**src/rtl/seq_det_pkg.sv**
```systemverilog
// Shared definitions for the Moore sequence detector: FSM state width,
// state encodings and a small helper used by the next-state logic.
package seq_det_pkg;

    // Width of the FSM state register and of the debug state output.
    localparam int STATE_W = 2;

    typedef logic [STATE_W-1:0] state_t;

    // State encodings; 2'd3 is unreachable and recovers to IDLE.
    localparam logic [1:0] ST_IDLE    = 2'd0;
    localparam logic [1:0] ST_ARMED   = 2'd1;
    localparam logic [1:0] ST_HIT     = 2'd2;
    localparam logic [1:0] ST_ILLEGAL = 2'd3;

    // True in the states where sampled bits are consumed.
    function automatic logic is_searching(input state_t s);
        return (s == ST_ARMED) || (s == ST_HIT);
    endfunction

endpackage

```
**src/rtl/sat_counter.sv**
```systemverilog
// Saturating up-counter with synchronous clear. Clear wins over increment;
// once all ones the count holds until cleared or reset.
module sat_counter #(
    parameter int W = 8
) (
    input  logic         clk,
    input  logic         rst,    // asynchronous, active-low
    input  logic         inc,
    input  logic         clr,
    output logic [W-1:0] q,
    output logic         sat
);

    logic [W-1:0] q_q;
    logic [W-1:0] q_d;
    logic         sat_w;

    assign sat_w = &q_q;

    // Next count: clear first, then increment unless already saturated.
    always_comb begin
        q_d = q_q;
        if (clr) begin
            q_d = '0;
        end else if (inc && !sat_w) begin
            q_d = q_q + W'(1);
        end
    end

    // Count register.
    always_ff @(posedge clk or negedge rst) begin
        if (!rst) begin
            q_q <= '0;
        end else begin
            q_q <= q_d;
        end
    end

    assign q   = q_q;
    assign sat = sat_w;

endmodule

```
**src/rtl/seq_detect_moore.sv**
```systemverilog
// Moore serial pattern detector. A load strobe captures the target pattern
// and arms the search; sampled bits (en=1) shift into a history register and
// a fill counter tracks how many valid bits it holds. A full history equal to
// the pattern moves the FSM to HIT, which drives y for one cycle per match.
// Legal parameter ranges: PAT_W 2..16, CNT_W 1..32, OVERLAP 0 or 1.
module seq_detect_moore
    import seq_det_pkg::*;
#(
    parameter int PAT_W   = 4,
    parameter int CNT_W   = 8,
    parameter int OVERLAP = 1
) (
    input  logic             clk,
    input  logic             rst,        // asynchronous, active-low
    input  logic             en,
    input  logic             w,
    input  logic             load,
    input  logic [PAT_W-1:0] pattern,
    input  logic             clr,
    output logic             y,
    output logic [CNT_W-1:0] match_cnt,
    output logic             cnt_sat,
    output logic [1:0]       state_o
);

    // fill counts 0..PAT_W inclusive, so it needs one extra code point.
    localparam int               FILL_W    = $clog2(PAT_W + 1);
    localparam logic [FILL_W-1:0] FILL_FULL = FILL_W'(PAT_W);

    state_t             state_q, state_d;
    logic [PAT_W-1:0]   pat_q,   pat_d;
    logic [PAT_W-1:0]   hist_q,  hist_d;
    logic [FILL_W-1:0]  fill_q,  fill_d;

    logic [PAT_W-1:0]   hist_shift;
    logic [FILL_W-1:0]  fill_inc;
    logic               consume;
    logic               match;

    // Post-shift view of the history and fill used by the match test.
    always_comb begin
        hist_shift = {hist_q[PAT_W-2:0], w};
        fill_inc   = (fill_q == FILL_FULL) ? fill_q : fill_q + FILL_W'(1);
        consume    = is_searching(state_q) && en && !load;
        match      = consume && (fill_inc == FILL_FULL) && (hist_shift == pat_q);
    end

    // Next-state logic: load overrides everything, IDLE waits for load,
    // the searching states consume bits, the illegal code drops to IDLE.
    always_comb begin
        state_d = state_q;
        pat_d   = pat_q;
        hist_d  = hist_q;
        fill_d  = fill_q;
        if (load) begin
            pat_d   = pattern;
            hist_d  = '0;
            fill_d  = '0;
            state_d = ST_ARMED;
        end else begin
            case (state_q)
                ST_IDLE: begin
                    state_d = ST_IDLE;
                end
                ST_ARMED, ST_HIT: begin
                    if (en) begin
                        hist_d = hist_shift;
                        // Non-overlapping search needs PAT_W fresh bits after a hit.
                        if (match && (OVERLAP == 0)) begin
                            fill_d = '0;
                        end else begin
                            fill_d = fill_inc;
                        end
                    end
                    state_d = match ? ST_HIT : ST_ARMED;
                end
                default: begin
                    state_d = ST_IDLE;
                end
            endcase
        end
    end

    // FSM, pattern and history registers.
    always_ff @(posedge clk or negedge rst) begin
        if (!rst) begin
            state_q <= ST_IDLE;
            pat_q   <= '0;
            hist_q  <= '0;
            fill_q  <= '0;
        end else begin
            state_q <= state_d;
            pat_q   <= pat_d;
            hist_q  <= hist_d;
            fill_q  <= fill_d;
        end
    end

    sat_counter #(
        .W (CNT_W)
    ) u_match_cnt (
        .clk (clk),
        .rst (rst),
        .inc (match),
        .clr (clr),
        .q   (match_cnt),
        .sat (cnt_sat)
    );

    assign y       = (state_q == ST_HIT);
    assign state_o = state_q;

endmodule

```
**config.mk**
```make
export PLATFORM = sky130hd
export DESIGN_NAME = seq_detect_moore
export DESIGN_NICKNAME = d
export VERILOG_FILES = /design/src/rtl/seq_det_pkg.sv /design/src/rtl/sat_counter.sv /design/src/rtl/seq_detect_moore.sv
export SDC_FILE = /design/constraint.sdc
export NUM_CORES = 1
export LEC_CHECK = 0
export CAP_MARGIN = 10
export CORE_UTILIZATION = 40
export DETAILED_ROUTE_END_ITERATION = 16
export GPL_TIMING_DRIVEN = 0
export HOLD_SLACK_MARGIN = 0.06
export PLACE_DENSITY_LB_ADDON = 0.25
export REMOVE_ABC_BUFFERS = 1
export SLEW_MARGIN = 20
export SYNTH_ARGS = -nofsm -noshare
export SYNTH_HDL_FRONTEND = slang
export SYNTH_HIERARCHICAL = 1
export SYNTH_SLANG_ARGS = --single-unit
export TNS_END_PERCENT = 1
```
**constraint.sdc**
```tcl
create_clock -name clk -period 2.5 [get_ports clk]
set_input_delay 0.5 -clock clk [delete_from_list [all_inputs] [get_ports clk]]
set_output_delay 0.5 -clock clk [all_outputs]
set_load 0.005 [all_outputs]
```
* Word-level counts from Yosys, hierarchy flattened *
Index checks and enable logic that the tools add are counted.

word-level totals
  register bits after elaboration = 20
  bits of input ports = 10
  output and inout bits = 12
  word-level logic and storage cells = 38

cells by class
  reduce and logical (&&, ||, !) cells = 14
  mux-type cells = 12
  add/sub/neg operators = 2
  eq/ne operators = 5

operator list
  cell                                                  count
  2-to-1 mux 3 bit                                      7
  2-to-1 mux 8 bit                                      2
  adder 8 x 1 -> 8 bit (second input constant)          1
  AND reduction 8 bit                                   1
  equality test 3 bit (second input constant)           2
  2-to-1 mux 2 bit                                      3
  nonzero test 2 bit                                    3
  logical AND 1 bit                                     5
  equality test 4 bit                                   1
  adder 3 x 1 -> 3 bit (second input constant)          1
  equality test 2 x 1 -> 1 bit (second input constant)  1
  equality test 2 bit (second input constant)           1
  zero test 1 bit                                       2
  AND reduction 2 bit                                   1
  OR reduction 2 bit                                    1
  logical OR 1 bit                                      1

* Longest topological paths before layout *
  depth in word-level cells = 9
  mapped depth = 8
  mapped depth without buffers = 8

* By module *
Netlist, hierarchy kept.

modules (own cells, without submodules)
  module            cells an instance  instances  area each (sq um)
  seq_detect_moore  58                 1          614.3
  sat_counter       45                 1          475.5

* Worst setup path after synthesis *
OpenSTA, ideal clock, no wires.

  path kind = reg2reg
  start = register state_q[0], in the netlist state_o[0]
  end = register u_match_cnt.q_q[0], in the netlist u_match_cnt/q[0]
  setup slack = -83 ps
  data arrival time = 2458 ps
  stages on the path, launching flop included = 8
  required time = 2375 ps
  buffers on the path = 0
  period minus slack after synthesis = 2583 ps
  cells stage by stage = dfrtp_1 > inv_1 > ha_1 > nand2b_4 > or4_4 > nor4_1 > a21boi_4 > mux2_4

between the ends
  word-level cells in the longest chain between the ends = 8
  elaborated cells on any way between the ends = 9

RTL lines
  what                                                                 line                    RTL
  start: declaration                                                   seq_detect_moore.sv:30  state_t state_q, state_d;
  start signal: assignment                                             seq_detect_moore.sv:92  state_q <= state_d;
  equality test 2 x 1 -> 1 bit or equality test 2 bit (tied branches)  seq_det_pkg.sv:18       return (s == ST_ARMED) || (s == ST_HIT);
  logical OR 1 bit (*)                                                 seq_det_pkg.sv:18
  logical AND 1 bit (*) (2 in a row)                                   seq_detect_moore.sv:44  consume = is_searching(state_q) && en && !load;
  logical AND 1 bit (*) (2 in a row)                                   seq_detect_moore.sv:45  match = consume && (fill_inc == FILL_FULL) && (hist_shift == pat_q);
  named net match                                                      seq_detect_moore.sv:38  logic match;
  logical AND 1 bit (*)                                                sat_counter.sv:25       end else if (inc && !sat_w) begin
  nonzero test 2 bit (no source line) (*)                              n/a
  end signal: assignment                                               sat_counter.sv:35       q_q <= q_d;
  end: declaration                                                     sat_counter.sv:14       logic [W-1:0] q_q;

Mark *: on every way through the listed nets, which the timed path passes. The rest lies on a longest branch.
A chain may end at the register's enable or synchronous reset.

* Worst setup path in the final report *
  start = register state_q[1], in the netlist state_o[1]
  end = register u_match_cnt.q_q[6], in the netlist u_match_cnt/q[6]

The elaborated chain is that of the path after synthesis.

==> summary by stage <==
Logic synthesis
The sequential element share of the synthesized area is 45.9%. The average cell area after synthesis is 10.6 µm². The total of flip-flops plus latches after synthesis is 20.

Yosys printed 6 warnings. Synthesis instantiated 37 different standard cells from the library. Counting every instance in the synthesized netlist gives 103.

The area of the mapped netlist is roughly 0.0011 mm².

Final layout
The area occupied by registers is 500 µm². Counting the fill cells in the layout gives ~250. The fraction of layout instances using a drive strength above 1 is 21.5%. In the layout the commonest cells are 20 x sky130_fd_sc_hd__dfrtp_1, 20 x sky130_fd_sc_hd__clkdlybuf4s50_1, 12 x sky130_fd_sc_hd__nand2_1, 11 x sky130_fd_sc_hd__a21oi_1, 6 x sky130_fd_sc_hd__buf_4. The final standard cell area without fillers is 0.00143 mm². The multi-input combinational cells in the finished layout cover a total of between 500 and 600 µm². At the end of the flow, the number of nets in the layout was roughly 150.

Relative to the synthesized area, the layout overhead comes to 30.9%. The final antenna diode count is 0.

Critical path
The slowest cell on the critical path is sky130_fd_sc_hd__or4_4. The element type at the critical path start is a flip-flop. The top cell family by delay on the critical path is simple AND/OR/NAND/NOR gates. The signal arrival time at the worst endpoint is 2.62 ns.

The number of buffers and inverters on the critical path is 1. Along the worst path, the maximum fanout reaches 6. The highest cell delay on the worst timing path is 0.55 ns. The critical path is of the flip-flop to flip-flop type. STA classifies the critical path endpoint as a flip-flop.

Traced cell by cell, the critical path runs through ha_4 -> nand2b_4 -> or4_4 -> nor4_4 -> buf_4 -> and3_4 -> and4b_1 -> nor3_1. The data required time at the worst endpoint is ~2.7 ns.

Timing
On the final layout, the worst hold slack is 0.542 ns. The count of endpoints failing hold in the final timing report is 0. The achievable frequency is 408 MHz. Setup repair after global routing could not meet its margin everywhere. Across all setup checks in the final design, the least slack found is 0.0507 ns. The post-layout minimum cycle time is 2.45 ns. The post-route clock skew is 0.00262 ns. The share of the clock period used by the worst path is 98.0%. The count of endpoints failing setup in the final report is 0. Measured against its own limit, the worst slew margin works out to 42.6%. The total count of max-transition violations in the final report is 0. At the pin with the least slew margin, the transition time is 0.858 ns.

Power
The internal power of the cells is about 0.42 mW. The power density relative to cell area is 393 mW/mm². In this run, the combinational gates consume 12.3% of the power. The proportion of power drawn by the clock network is a little over a quarter. VDD sags by at most 0.000297 V.

For this design the total switching power over the nets is between 0.1 and 0.15 mW. In this run switching power makes up 24.4% of total power. The sequential group share of total power is slightly above 60%. Summed over all cells, the static leakage comes to between 0.5 and 0.6 nW.

Status
The flow ran to the end, and the final reports show no timing, DRC or antenna violations.

Place
At the placement stage, the worst setup path has a slack of -0.804 ns. During placement, the flow inserted port buffers numbering 21. The placed instances occupy a cell area of roughly 0.0013 mm².

The weighted congestion reported at the end of routability-driven placement is roughly 0.84. The half-perimeter wire length of the detailed placement result is between 1000 and 1500 µm.

Die
Measured along the y axis, the die boundary spans 54.2 µm. The starting utilization of the core area is about 43%. The count of pins on the block boundary is 22.

The floorplan core area is between 0.002 and 0.003 mm². The floorplan step defined a die boundary enclosing approximately 0.003 mm². The die boundary width is 54.2 µm.

The floorplan has 18 rows.

Clock network
The clock sink total is 20. No sink is reached through more buffers than the 2 on the longest clock path. The number of clock buffers added by TritonCTS is 3. TritonCTS built the clock tree. The clock-pin slew of the registers on the worst-case setup and hold paths is 0.11 ns. The cell sitting at the root of the clock tree is a sky130_fd_sc_hd__clkbuf_4.

The later pin in the worst-skew pair is clocked with a latency of between 0.2 and 0.3 ns. CTS built an H-tree with a depth of 1.

GRT
For this run the aggregate overflow at the end of global routing stands at 0. The initial antenna violation count came to 0. The first global-routing pass estimated 3510 µm of wire.

Global routing consumed, over all layers together, roughly 17% of the routing resources. The maximum number of pins on one net before global-route repair is 21. The via count of the first global-routing pass is 770.

Run
The max-capacitance violation count is 0.

Drt
The initial DRC count is 18. After detailed routing, the number of remaining DRC violations is 0. The wire length per cell is ~13 µm. For this block, the via count after detailed routing is between 800 and 900.

Summed over all layers, the routed wires come to ~2100 µm. The per-cell via count in the routed design is 5.50. The first-pass iteration count of the detailed router is 4. The residual antenna-violating net count after detailed routing is 0.

Worst hold path
The min-delay analysis places its worst path in the category flip-flop to flip-flop.
-- power by group through the flow --
stage	sequential, mW	clock (mW)	combinational (mW)
finish	0.342	0.149	0.0690
global placement	0.348	0	0.0639
floorplan	0.347	0	0.0340
CTS	0.342	0.155	0.0688
detailed placement	0.349	0	0.0658
global route	0.344	0.166	0.0777
-- cell usage after synthesis --
cell	instances	share of area, %
sky130_fd_sc_hd__dfrtp_1	20	46
sky130_fd_sc_hd__nand2_1	12	4.1
sky130_fd_sc_hd__a21oi_1	11	5.1
sky130_fd_sc_hd__inv_1	5	1.7
sky130_fd_sc_hd__ha_1	4	4.6
sky130_fd_sc_hd__mux2_2	4	4.1
sky130_fd_sc_hd__xnor2_1	4	3.2
sky130_fd_sc_hd__nand4_1	3	1.7
sky130_fd_sc_hd__nor3_1	3	1.4
sky130_fd_sc_hd__nor4_1	3	1.7
sky130_fd_sc_hd__a211oi_1	2	1.4
sky130_fd_sc_hd__a31oi_1	2	1.1
sky130_fd_sc_hd__and2b_1	2	1.4
sky130_fd_sc_hd__and4b_1	2	1.8
sky130_fd_sc_hd__nand2b_1	2	1.1
sky130_fd_sc_hd__nor2_1	2	0.69
sky130_fd_sc_hd__o21ai_0	2	0.92
sky130_fd_sc_hd__a21boi_4	1	1.7
sky130_fd_sc_hd__and2_1	1	0.57
sky130_fd_sc_hd__and3_2	1	0.69
sky130_fd_sc_hd__and3_4	1	1.0
sky130_fd_sc_hd__and4_2	1	0.92
sky130_fd_sc_hd__and4_4	1	1.0
sky130_fd_sc_hd__buf_4	1	0.69
sky130_fd_sc_hd__buf_6	1	1.0
sky130_fd_sc_hd__clkbuf_1	1	0.34
sky130_fd_sc_hd__mux2_4	1	1.4
sky130_fd_sc_hd__mux2i_1	1	0.92
sky130_fd_sc_hd__nand2b_4	1	1.3
sky130_fd_sc_hd__nand4b_1	1	0.80
sky130_fd_sc_hd__o211ai_1	1	0.69
sky130_fd_sc_hd__o21bai_1	1	0.69
sky130_fd_sc_hd__o31ai_1	1	0.69
sky130_fd_sc_hd__o41a_1	1	1.0
sky130_fd_sc_hd__or2b_1	1	0.69
sky130_fd_sc_hd__or3_2	1	0.69
sky130_fd_sc_hd__or4_4	1	1.0
-- metal layers --
metal | track usage (%) | wire length, µm | vias to the layer above
li1 | - | - | 431
met1 | 24.7 | 1070 | 435
met2 | 25.0 | 995 | 12
met3 | 3.39 | 55 | 2
met4 | 6.41 | 20 | 0
met5 | 0 | 0 | -
-- worst paths after layout --
path	start	endpoint	slack, ns	cells after the start
min in group asynchronous	rst	state_o[1]	0.69	1
setup reg to reg	state_o[1]	u_match_cnt/q[6]	0.05	8
hold / removal	pat_q[0]	pat_q[0]	0.54	1
hold reg to reg	pat_q[0]	pat_q[0]	0.54	1
setup / recovery	state_o[1]	u_match_cnt/q[6]	0.05	8
max in group asynchronous	rst	fill_q[2]	1.29	1
-- flip-flops by register name, indices dropped and copies added (netlist names) --
register       cells
hist_q             3
state_o            2
u_match_cnt/q      8
pat_q              4
fill_q             3
-- worst reg2reg max path: cells and delay by family (launching register included) --
kind	cells	cell delay (ns)
buf+inv	1	0.19
simple gates	6	1.48
flops	1	0.43
fa+ha+maj	1	0.25
-- kinds of logic (layout without fill, tap and decap cells) --
group           count (synthesis)  in the layout  synth area share (%)
mux                             6              6                  6.43
xor+xnor                        4              4                  3.21
simple gates                   39             39                  22.7
buf+inv                         8             35                  3.79
flops                          20             20                  45.9
fa+ha+maj                       4              4                  4.59
compound gates                 22             22                  13.3
-- per-stage QoR --
stage          power, mW  cells  TNS [ns]  util (%)
2_1_floorplan      0.381    100   -0.0958         -
3_3_place_gp       0.412    151     -5.75      52.1
3_5_place_dp       0.414    151     -5.86      52.1
4_1_cts            0.566    154         0      53.6
5_1_grt            0.588    160   -0.0368      56.5
6_report           0.560    160         0      56.5
-- layout make-up --
| class | count | area share, % |
|---|---|---|
| Clock buffer | 3 | 1.58 |
| Multi-Input combinational cell | 75 | 41.6 |
| Tap cell | 30 | 2.63 |
| Inverter | 5 | 1.32 |
| Sequential cell | 20 | 35.1 |
| Timing Repair Buffer | 27 | 17.8 |
-- what timing repair did --
item | CTS | global route
resized for setup | 3 | 6
hold buffers | 0 | 0
endpoints found under the setup margin | 8 | 5
buffers inserted | 0 | 6
cloned | 0 | 0
pin swaps | 1 | 6
(Power assumes the default switching activity.)
